--- config.mk ---
export PLATFORM = sky130hd
export DESIGN_NAME = logi_io_ctrl
export DESIGN_NICKNAME = d
export VERILOG_FILES = /design/src/rtl/logi_io_ctrl.sv
export SDC_FILE = /design/constraint.sdc
export NUM_CORES = 1
export LEC_CHECK = 0
export CORE_UTILIZATION = 40
export CTS_CLUSTER_DIAMETER = 120
export DETAILED_ROUTE_END_ITERATION = 10
export RECOVER_POWER = 25
export REMOVE_ABC_BUFFERS = 1
export SKIP_CTS_REPAIR_TIMING = 1
export SLEW_MARGIN = 20
export SYNTH_ARGS = -nofsm -noshare
export SYNTH_HDL_FRONTEND = slang
export SYNTH_SLANG_ARGS = --single-unit
--- constraint.sdc ---
create_clock -name clk -period 2.3 [get_ports clk]
set_input_delay 0.23 -clock clk [delete_from_list [all_inputs] [get_ports clk]]
set_output_delay 0.23 -clock clk [all_outputs]
set_load 0.02 [all_outputs]
--- src/rtl/logi_io_ctrl.sv ---
// -----------------------------------------------------------------------------
// logi_io_ctrl
// Switch/LED front end between the board pins and the core logic.
//  - Each raw switch pin is passed through a 2-flop synchroniser and then
//    debounced with its own counter. The outputs are the clean level
//    (sw_state), one-cycle rise/fall pulses and sticky rise flags.
//  - Each LED has its own selectable mode:
//    direct, blink, shared-duty PWM, or switch mirror.
//    Every LED output is registered.
// Ports:
//  clk        system clock
//  rst_n      asynchronous active-low reset
//  sw_in      raw switch pins (asynchronous to clk)
//  sw_state   debounced switch level
//  sw_rise    1-cycle pulse on debounced 0->1
//  sw_fall    1-cycle pulse on debounced 1->0
//  evt_flags  sticky rise flags
//  evt_clr    per-bit clear for evt_flags (a set in the same cycle wins)
//  led_data   LED data for modes 00/01
//  led_mode   mode of LED i = led_mode[2i+1:2i]
//  led_duty   shared PWM duty (unsigned compare against the PWM counter)
//  led_out    registered LED drive
// -----------------------------------------------------------------------------
module logi_io_ctrl #(
    parameter int N_SW    = 8,
    parameter int N_LED   = 8,
    parameter int DEB_W   = 16,
    parameter int DEB_CNT = 16000,
    parameter int PWM_W   = 8,
    parameter int BLINK_W = 23
) (
    input  logic                 clk,
    input  logic                 rst_n,
    input  logic [N_SW-1:0]      sw_in,
    output logic [N_SW-1:0]      sw_state,
    output logic [N_SW-1:0]      sw_rise,
    output logic [N_SW-1:0]      sw_fall,
    output logic [N_SW-1:0]      evt_flags,
    input  logic [N_SW-1:0]      evt_clr,
    input  logic [N_LED-1:0]     led_data,
    input  logic [2*N_LED-1:0]   led_mode,
    input  logic [PWM_W-1:0]     led_duty,
    output logic [N_LED-1:0]     led_out
);

    localparam logic [DEB_W-1:0]   DEB_LAST  = DEB_W'(DEB_CNT - 1);
    localparam logic [DEB_W-1:0]   DEB_ONE   = DEB_W'(1);
    localparam logic [PWM_W-1:0]   PWM_ONE   = PWM_W'(1);
    localparam logic [BLINK_W-1:0] BLINK_ONE = BLINK_W'(1);

    logic [N_SW-1:0]    s1_q, s2_q;
    logic [DEB_W-1:0]   cnt_q [N_SW];
    logic [DEB_W-1:0]   cnt_d [N_SW];
    logic [N_SW-1:0]    state_q, state_d;
    logic [N_SW-1:0]    rise_q, fall_q, flags_q;
    logic [PWM_W-1:0]   pwm_q;
    logic [BLINK_W-1:0] blink_q;
    logic [N_LED-1:0]   led_q, led_d;
    // Zero-padded copy of sw_state so mirror mode on LEDs beyond N_SW reads 0.
    logic [N_LED+N_SW-1:0] mirror_s;
    logic                  blink_s;
    logic                  pwm_on_s;

    // Debounce next state: accept s2 only after DEB_CNT consecutive mismatching cycles.
    always_comb begin
        state_d = state_q;
        for (int i = 0; i < N_SW; i++) begin
            cnt_d[i] = cnt_q[i];
            if (s2_q[i] != state_q[i]) begin
                if (cnt_q[i] == DEB_LAST) begin
                    state_d[i] = s2_q[i];
                    cnt_d[i]   = '0;
                end else begin
                    cnt_d[i]   = cnt_q[i] + DEB_ONE;
                end
            end else begin
                cnt_d[i] = '0;
            end
        end
    end

    assign mirror_s = {{N_LED{1'b0}}, state_q};
    assign blink_s  = blink_q[BLINK_W-1];
    assign pwm_on_s = (pwm_q < led_duty);

    // LED mode multiplexer; the result is registered into led_q.
    always_comb begin
        led_d = '0;
        for (int i = 0; i < N_LED; i++) begin
            case (led_mode[2*i +: 2])
                2'b00:   led_d[i] = led_data[i];
                2'b01:   led_d[i] = led_data[i] & blink_s;
                2'b10:   led_d[i] = pwm_on_s;
                2'b11:   led_d[i] = mirror_s[i];
                default: led_d[i] = 1'b0;
            endcase
        end
    end

    // Synchroniser, debounce, edge pulses and sticky flags.
    always_ff @(posedge clk or negedge rst_n) begin
        if (!rst_n) begin
            s1_q    <= '0;
            s2_q    <= '0;
            state_q <= '0;
            rise_q  <= '0;
            fall_q  <= '0;
            flags_q <= '0;
            for (int i = 0; i < N_SW; i++) begin
                cnt_q[i] <= '0;
            end
        end else begin
            s1_q    <= sw_in;
            s2_q    <= s1_q;
            state_q <= state_d;
            // Pulses are computed from the next state, so each one lines up
            // with the first cycle in which sw_state shows the new level.
            rise_q  <= state_d & ~state_q;
            fall_q  <= ~state_d & state_q;
            // Setting the flag has priority over a clear in the same cycle.
            flags_q <= (flags_q & ~evt_clr) | rise_q;
            for (int i = 0; i < N_SW; i++) begin
                cnt_q[i] <= cnt_d[i];
            end
        end
    end

    // Free-running PWM and blink counters plus the registered LED drive.
    always_ff @(posedge clk or negedge rst_n) begin
        if (!rst_n) begin
            pwm_q   <= '0;
            blink_q <= '0;
            led_q   <= '0;
        end else begin
            pwm_q   <= pwm_q + PWM_ONE;
            blink_q <= blink_q + BLINK_ONE;
            led_q   <= led_d;
        end
    end

    assign sw_state  = state_q;
    assign sw_rise   = rise_q;
    assign sw_fall   = fall_q;
    assign evt_flags = flags_q;
    assign led_out   = led_q;

endmodule

# [Yosys cells after proc, flatten, opt, wreduce, memory -nomap -nowiden]
# Index checks and enable logic that the tools add are counted.
[totals] input_bits=50 elab_cells=131 reg_bits=215
[op_classes] magnitude_cmp=1 n_eq_ne=40 n_bitwise=15 n_mux=40 reduce_logical=8 n_addsub=10
[ops] cell="$mux W16" n=16
[ops] cell="$add A16 B1 Y16 const B" n=8
[ops] cell="$eq A16 B14 Y1 const B" n=8
[ops] cell="$eq A2 B2 Y1 const B" n=16
[ops] cell="$pmux W1 S4" n=8
[ops] cell="$and A8 B8 Y8" n=3
[ops] cell="$not A8 Y8" n=3
[ops] cell="$add A23 B1 Y23 const B" n=1
[ops] cell="$eq A2 B1 Y1 const B" n=8
[ops] cell="$logic_not A2 Y1" n=8
[ops] cell="$mux W1" n=16
[ops] cell="$add A8 B1 Y8 const B" n=1
[ops] cell="$and A1 B1 Y1" n=8
[ops] cell="$lt A8 B8 Y1" n=1
[ops] cell="$ne A1 B1 Y1" n=8
[ops] cell="$or A8 B8 Y8" n=1

# [Depth between registers and ports, before layout]
# Gate-level depths: netlist of the first run.
[depth] ltp_word=5 depth_mapped=6 ltp_nobuf=6

# [Worst setup path after synthesis of the first run]
# Ideal clock, no wire load.
[synth_timing] kind="reg2reg" start="register cnt_q[72] (netlist name)" end="register state_q[3] (netlist: sw_state[3])" stages_incl_launch_ff=5 setup_time_ns=0.125 slack_ns=0.298 required_time_ns=2.175 n_path_buf=0 arrival_time_ns=1.877 period_less_slack_ns=2.002 path_cell_list="dfrtp_1 > or4_1 > or3_1 > or3_4 > mux2_4"
[synth_via] elab_chain_cells=3
[synth_rtl] item="from (decl)" line_no="52" source="logic [DEB_W-1:0] cnt_q [N_SW];"
[synth_rtl] item="from (signal, indexed assignment)" line_no="123" source="cnt_q[i] <= cnt_d[i];"
[synth_rtl] item="$eq A16 B14 Y1" line_no="70" source="if (cnt_q[i] == DEB_LAST) begin"
[synth_rtl] item="$mux W1" line_no="70"
[synth_rtl] item="$mux W1" line_no="69" source="if (s2_q[i] != state_q[i]) begin"
[synth_rtl] item="via state_d[3]" line_no="54" source="logic [N_SW-1:0] state_q, state_d;"
[synth_rtl] item="to (signal assigned)" line_no="115" source="state_q <= state_d;"
[synth_rtl] item="to (decl)" line_no="54"
# The timed path passes the listed nets, and every way through them passes these cells.

# [Worst setup path after layout of the first run]
[layout_timing] start="register cnt_q[71] (netlist name)" end="register state_q[3] (netlist: sw_state[3])"
# The elaborated chain is that of the path after synthesis.

==> out/qor.log, run 1 <==
INFO  power_and_ir_drop switching_share=0.217
INFO  power_and_ir_drop combPwrFrac=0.048
INFO  synth          yosys-top-cells-area=dfrtp_1 56%, xnor2_1 8.5%, nor2_1 5.1%
INFO  sta            report.final.slew_viol_count=75
INFO  power_and_ir_drop power.density=656mW/mm²
INFO  power_and_ir_drop power.leakage=5.14nW
INFO  place          post-place-ws=0.172ns
INFO  run            timing.max_cap.violations=1
INFO  power_and_ir_drop power.sequential.fraction=0.505
INFO  cells_and_area num-nets-final=1091
INFO  global_routing grt_antenna_before_repair=0
INFO  die            coreArea=0.0235mm²
INFO  critical_path  setup.worst_path.start_class=flip-flop
INFO  global_routing grt_pass1_vias=6679
INFO  detailed_routing detailedRoute.firstPassIterationCount=4
INFO  critical_path  cp-end-kind=flip-flop
INFO  die            io_pins=90
INFO  global_routing overflow_left_after_global_routing=0
INFO  cells_and_area antenna_cells=0
INFO  sta            timing.final.crit_period=2.09ns
INFO  die            die_w=157µm
INFO  synth          syn-mean-instance-area=10.7µm²
INFO  sta            fin_ws=0.206ns
INFO  die            dieHeight=157µm
INFO  global_routing global_route_wire_length_before_repair=32.0mm
INFO  detailed_routing routed-via-count=6737
INFO  cells_and_area finish.utilization=0.500
INFO  synth          synth_top_area_cell=dfrtp_1
INFO  sta            period_share=0.910
INFO  synth          ys.flop_type=dfrtp_1
INFO  sta            relSlewSlack=-0.165
INFO  worst_hold_path hp-start=sw_in[3]
INFO  critical_path  worstPathArrival=2.48ns
INFO  detailed_routing drt_wl_total=18.8mm
INFO  outcome        status=complete, but fails checks
INFO  cells_and_area fin_area=0.0118mm²
INFO  synth          syn_area=0.00964mm²
INFO  sta            fin_skew=0.00713ns
INFO  critical_path  cp.required=2.69ns
INFO  critical_path  timing.critical_path.from=cnt_q[71]$_DFF_PN0_
INFO  clocking       cts_num_sinks=215
INFO  detailed_routing detail_route.drc_violations=0
INFO  clocking       clk_pin_slew=0.06ns
INFO  worst_hold_path min-delay-path-class=in -> reg
INFO  detailed_routing first_iter_violations=233
INFO  place          post_dp_hpwl=13.1mm
INFO  synth          netlist.area_leader.share=0.558
INFO  sta            setup_tns=0ns
INFO  critical_path  crit_path_max_fanout=6
INFO  clocking       tritoncts=done
INFO  power_and_ir_drop p_int=0.00605W
INFO  sta            timing.final.setup_violations=0
INFO  clocking       htree_num_levels=1
INFO  die            dieArea=0.0247mm²
INFO  synth          synth_sequential_area_ratio=0.558
INFO  sta            whs=0.280ns
INFO  place          post_dp_cell_area=0.0111mm²
INFO  critical_path  crit-reg2reg-launch=cnt_q[71]$_DFF_PN0_
INFO  clocking       clock_tree.root_cell=clkbuf_16
INFO  synth          synth_most_common_cell=dfrtp_1
INFO  synth          synth_cell_type_count=42
INFO  die            initial_core_utilization=0.409
INFO  detailed_routing wl_per_cell=13.9µm
INFO  sta            grt_setup_unrepaired=no
INFO  sta            max_freq=478MHz
INFO  synth          edff_count_synth=0
INFO  power_and_ir_drop pwr-share-clk=0.447
INFO  place          placement.io_buffers=89
INFO  critical_path  criticalPathCategory=reg -> reg
INFO  synth          instance_count_of_the_mapped_netlist=901
INFO  place          gp_routability_congestion=0.767
INFO  power_and_ir_drop vdd_ir_drop_max=0.357mV
INFO  die            fp-row-count=56
INFO  cells_and_area syn2layout_area_growth=22.2%
INFO  clocking       insertion_delay=0.50ns
INFO  outcome        failing_checks=max-capacitance violations, max-slew violations
INFO  sta            hold_viol_final=0
INFO  global_routing grt_start_max_net_pins=77
INFO  detailed_routing drt.antenna.violating_nets=0
INFO  clocking       cts_buffers=23
INFO  clocking       cts-root-to-sink-buffers=3
INFO  synth          async_set_or_reset_register_ratio_after_synthesis=1.00
INFO  power_and_ir_drop power.switching=0.00167W
INFO  global_routing globalRouteTotalUtil=0.160
INFO  cells_and_area final_layout_size_suffix_gt1_frac=0.0770
INFO  detailed_routing vias_per_cell=4.96
INFO  synth          post_synth_most_frequent_cells=215 x dfrtp_1, 131 x nor2_1, 93 x xnor2_1, 60 x nand3_1, 49 x xor2_1
INFO  synth          synth.yosys.warnings=0
INFO  sta            timing_worst_slew_pin_value=1.75ns
INFO  synth          ys_seq_elements=215
[registers in the layout, indices dropped and copies added, names as in the netlist]
name,cells
sw_rise,8
sw_state,8
s1_q,8
led_out,8
evt_flags,8
s2_q,8
cnt_q,128
pwm_q,8
blink_q,23
sw_fall,8
[final cells by class]
cell class                      count  area [µm²]
Clock buffer                       39         696
Clock inverter                      1        5.00
Fill cell                        2171       11800
Inverter                           42         158
Multi-Input combinational cell    631        4050
Sequential cell                   215        5380
Tap cell                          319         399
Timing Repair Buffer              111        1090
[cells in the final DEF, fill, tap and decap left out, drive strengths merged, types with 2 or more instances in the layout]
cell type / instances
and3: 22
dfrtp: 215
inv: 42
or2: 4
xnor2: 93
or3: 6
a21o: 8
nand2b: 2
o21ai: 5
xor2: 49
nor4: 34
nand4: 39
nand2: 44
a21oi: 4
ha: 17
a31oi: 9
and2: 7
o31ai: 2
mux2: 16
and4: 10
nand3: 60
nor3b: 17
o21a: 2
a31o: 3
clkdlybuf4s50: 80
nor3: 28
buf: 21
or4: 4
clkbuf: 40
nor2: 131
dlygate4sd3: 9
o22ai: 8
[power by group through the flow]
stage / combinational, W / clock [W] / sequential, W
final: 0.000374 / 0.00345 / 0.00390
after global routing: 0.000424 / 0.00371 / 0.00391
after CTS: 0.000393 / 0.00357 / 0.00390
after detailed placement: 0.000390 / 0 / 0.00397
after global placement: 0.000387 / 0 / 0.00397
after floorplan: 0.000116 / 0 / 0.00396
[worst paths after layout]
check | depth (start not counted) | to | slack [ns]
min in group asynchronous | 2 | cnt_q[109]$_DFF_PN0_ | 0.75
min | 1 | s1_q[3]$_DFF_PN0_ | 0.28
max reg2reg | 4 | sw_state[3]$_DFF_PN0_ | 0.21
max in group asynchronous | 3 | sw_fall[5]$_DFF_PN0_ | 0.45
min reg2reg | 0 | s2_q[2]$_DFF_PN0_ | 0.35
max | 4 | sw_state[3]$_DFF_PN0_ | 0.21
[critical path: stages, from the launching register on]
cell and delay, ns:
dfrtp_1 0.44, or4_1 0.51, or3_1 0.36, or3_4 0.37
mux2_4 0.30
[cell families (layout without fill, tap and decap cells)]
logic type,count (synthesis),count (layout),synth area share
flops,215,215,0.558
compound gates,48,48,0.0349
simple gates,408,408,0.215
fa+ha+maj,17,17,0.0221
xor+xnor,142,142,0.129
buf+inv,55,193,0.0219
mux,16,16,0.0191
[per-layer routing]
layer | track usage | up-vias | wire [µm]
li1 | - | 3366 | -
met1 | 0.221 | 3217 | 9220
met2 | 0.258 | 125 | 8430
met3 | 0.0270 | 29 | 737
met4 | 0.0444 | 0 | 425
met5 | 0 | - | 0
[per-stage QoR]
stage	total power, W	std cells
3_5_place_dp	0.00436	1317
4_1_cts	0.00786	1357
6_report	0.00772	1358
2_1_floorplan	0.00408	888
5_1_grt	0.00804	1358
3_3_place_gp	0.00435	1317
Power figures use the tool's default switching activity.
==> inputs of run 2 (changes only) <==
--- a/config.mk
+++ b/config.mk
@@ -8,6 +8,7 @@
 export CORE_UTILIZATION = 40
 export CTS_CLUSTER_DIAMETER = 120
 export DETAILED_ROUTE_END_ITERATION = 10
+export DONT_BUFFER_PORTS = 1
 export RECOVER_POWER = 25
 export REMOVE_ABC_BUFFERS = 1
 export SKIP_CTS_REPAIR_TIMING = 1
==> out/qor.log, run 2 (synthesis gave the netlist of run 1 again) <==
INFO  power_and_ir_drop power.sequential.fraction=0.497 [-0.008]
INFO  global_routing globalRouteTotalUtil=0.151 [-0.00854]
INFO  run            timing.max_cap.violations=0 [-1]
INFO  worst_hold_path min-delay-path-class=in -> async
INFO  place          post_dp_hpwl=11.8mm [-10%]
INFO  clocking       cts-root-to-sink-buffers=3 [unchanged]
INFO  die            die_w=157µm [unchanged]
INFO  power_and_ir_drop power.density=699mW/mm² [+6.6%]
INFO  clocking       cts_buffers=25 [+8.7%]
INFO  clocking       insertion_delay=0.52ns [+0.02 ns]
INFO  cells_and_area fin_area=0.0113mm² [-4.2%]
INFO  cells_and_area layout.cells.most_common=dfrtp_1
INFO  detailed_routing detail_route.drc_violations=0 [unchanged]
INFO  die            coreArea=0.0235mm² [unchanged]
INFO  sta            timing_worst_slew_pin_value=0.755ns [-0.992 ns]
INFO  clocking       cts_num_sinks=215 [unchanged]
INFO  power_and_ir_drop combPwrFrac=0.028 [-0.020]
INFO  critical_path  critical_path.cell_chain=or4_1 > or3_1 > or3_4 > mux2_4
INFO  detailed_routing first_iter_violations=278 [+19%]
INFO  sta            timing.final.setup_violations=0 [unchanged]
INFO  critical_path  setup.worst_path.start_class=flip-flop
INFO  sta            whs=-0.572ns [-0.852 ns]
INFO  critical_path  rrSetupSlack=0.23ns [+0.03 ns]
INFO  detailed_routing vias_per_cell=4.99 [+0.59%]
INFO  cells_and_area commonest_cells_after_routing_fill_and_taps_aside=215 x dfrtp_1, 131 x nor2_1, 93 x xnor2_1
INFO  critical_path  cp.buffers_inverters=0 [unchanged]
INFO  sta            setup_tns=0ns [unchanged]
INFO  global_routing overflow_left_after_global_routing=0 [unchanged]
INFO  die            fp-row-count=56 [unchanged]
INFO  critical_path  cp.required=2.70ns [about the same]
INFO  detailed_routing detailedRoute.firstPassIterationCount=4 [unchanged]
INFO  clocking       htree_num_levels=1 [unchanged]
INFO  die            io_pins=90 [unchanged]
INFO  critical_path  criticalPathCategory=reg -> reg
INFO  place          placement.io_buffers=0 [-100%]
INFO  cells_and_area layout_top_registers=cnt_q (128), blink_q (23)
INFO  detailed_routing drt.antenna.violating_nets=0 [unchanged]
INFO  die            dieArea=0.0247mm² [unchanged]
INFO  sta            relSlewSlack=0.484 [+0.649]
INFO  detailed_routing wl_per_cell=13.8µm [-0.18%]
INFO  cells_and_area num-nets-final=1035 [-5.1%]
INFO  sta            hold_viol_final=215 [+215]
INFO  sta            report.final.slew_viol_count=0 [-100%]
INFO  cells_and_area syn2layout_area_growth=17.0%
INFO  outcome        status=complete, but fails checks
INFO  critical_path  critical_path.max_stage_delay=0.52ns [about the same]
INFO  die            dieHeight=157µm [unchanged]
INFO  sta            period_share=0.899 [-0.0111]
INFO  critical_path  cp-end-kind=flip-flop
INFO  clocking       clock_tree.root_cell=clkbuf_16
INFO  cells_and_area top_register=cnt_q
INFO  cells_and_area antenna_cells=0 [unchanged]
INFO  power_and_ir_drop pwr-share-clk=0.475 [+0.028]
INFO  global_routing global_route_wire_length_before_repair=30.4mm [-4.9%]
INFO  cells_and_area largest_reg_flops=128 [unchanged]
INFO  power_and_ir_drop vdd_ir_drop_max=0.480mV [+34%]
INFO  cells_and_area final_layout_size_suffix_gt1_frac=0.0791 [+0.00211]
INFO  critical_path  cp_slowest_cell=or4_1
INFO  sta            fin_skew=0.0239ns [+0.0167 ns]
INFO  global_routing grt_start_max_net_pins=216 [+180%]
INFO  detailed_routing routed-via-count=6512 [-3.3%]
INFO  power_and_ir_drop p_int=0.00623W [+3.1%]
INFO  global_routing grt_pass1_vias=6310 [-5.5%]
INFO  die            initial_core_utilization=0.409 [unchanged]
INFO  sta            grt_setup_unrepaired=no
INFO  power_and_ir_drop power.leakage=4.96nW [-3.4%]
INFO  sta            timing.final.crit_period=2.07ns [-0.0255 ns]
INFO  clocking       tritoncts=done
INFO  detailed_routing drt_wl_total=18.0mm [-4.1%]
INFO  outcome        failing_checks=negative hold slack
INFO  place          post_dp_cell_area=0.0101mm² [-9.0%]
INFO  power_and_ir_drop power.switching=0.00165W [-1.5%]
INFO  critical_path  crit_path_max_fanout=5 [-1]
INFO  clocking       clk_pin_slew=0.06ns [about the same]
INFO  place          gp_routability_congestion=0.801 [+4.4%]
INFO  power_and_ir_drop switching_share=0.209 [-0.00758]
INFO  critical_path  worstPathArrival=2.47ns [about the same]
INFO  critical_path  worst_path_dominant_cell_family=simple AND/OR/NAND/NOR gates
INFO  sta            max_freq=483MHz [+1.2%]
INFO  global_routing grt_antenna_before_repair=0 [unchanged]
[run 2: power groups by stage]
stage          combinational, W  sequential, W  clock [W]
3_3_place_gp           0.000165        0.00398          0
6_report               0.000222        0.00392    0.00375
2_1_floorplan          0.000116        0.00396          0
3_5_place_dp           0.000168        0.00398          0
4_1_cts                0.000168        0.00391    0.00390
5_1_grt                0.000253        0.00392    0.00406
[run 2: cell type report]
type                       count  area [µm²]
multi-input combinational    631        4050
inverter                      42         158
tap                          319         399
clock buffer                  38         724
timing repair buffer          53         498
fill                        2187       12300
sequential                   215        5380
clock inverter                 7        66.3
[run 2: worst paths after layout]
check,from,depth (start not counted),endpoint
worst max-delay path,cnt_q[72]$_DFF_PN0_,4,sw_state[3]$_DFF_PN0_
worst min-delay path,rst_n,0,cnt_q[35]$_DFF_PN0_
worst max register to register,cnt_q[72]$_DFF_PN0_,4,sw_state[3]$_DFF_PN0_
worst min register to register,s1_q[4]$_DFF_PN0_,0,s2_q[4]$_DFF_PN0_
max in group asynchronous,rst_n,0,s2_q[2]$_DFF_PN0_
min in group clk,led_mode[15],3,led_out[7]$_DFF_PN0_
[run 2: routing by layer]
metal	wire length, µm	GRT usage	up-vias	part of all wire
met3	840	0.0297	19	0.047
met1	8760	0.209	3127	0.49
met2	8210	0.243	115	0.45
li1	-	-	3251	-
met5	0	0	-	0
met4	231	0.0384	0	0.013
[run 2: worst register-to-register path: cells and delay by family (launching register included)]
kind             cells  cell delay, ns
and+or+nand+nor      3            1.24
muxes                1            0.30
DFF                  1            0.42
[run 2: metrics by stage]
step            util  worst slack, ns  power, W  instances  hold slack (ns)
2_1_floorplan      -            0.235   0.00408        888          -0.0656
3_3_place_gp   0.428            0.248   0.00415       1220          -0.0576
3_5_place_dp   0.428            0.221   0.00415       1220          -0.0574
4_1_cts        0.462            0.223   0.00798       1265           -0.608
5_1_grt        0.479            0.153   0.00823       1305           -0.615
6_report       0.479            0.231   0.00788       1305           -0.572
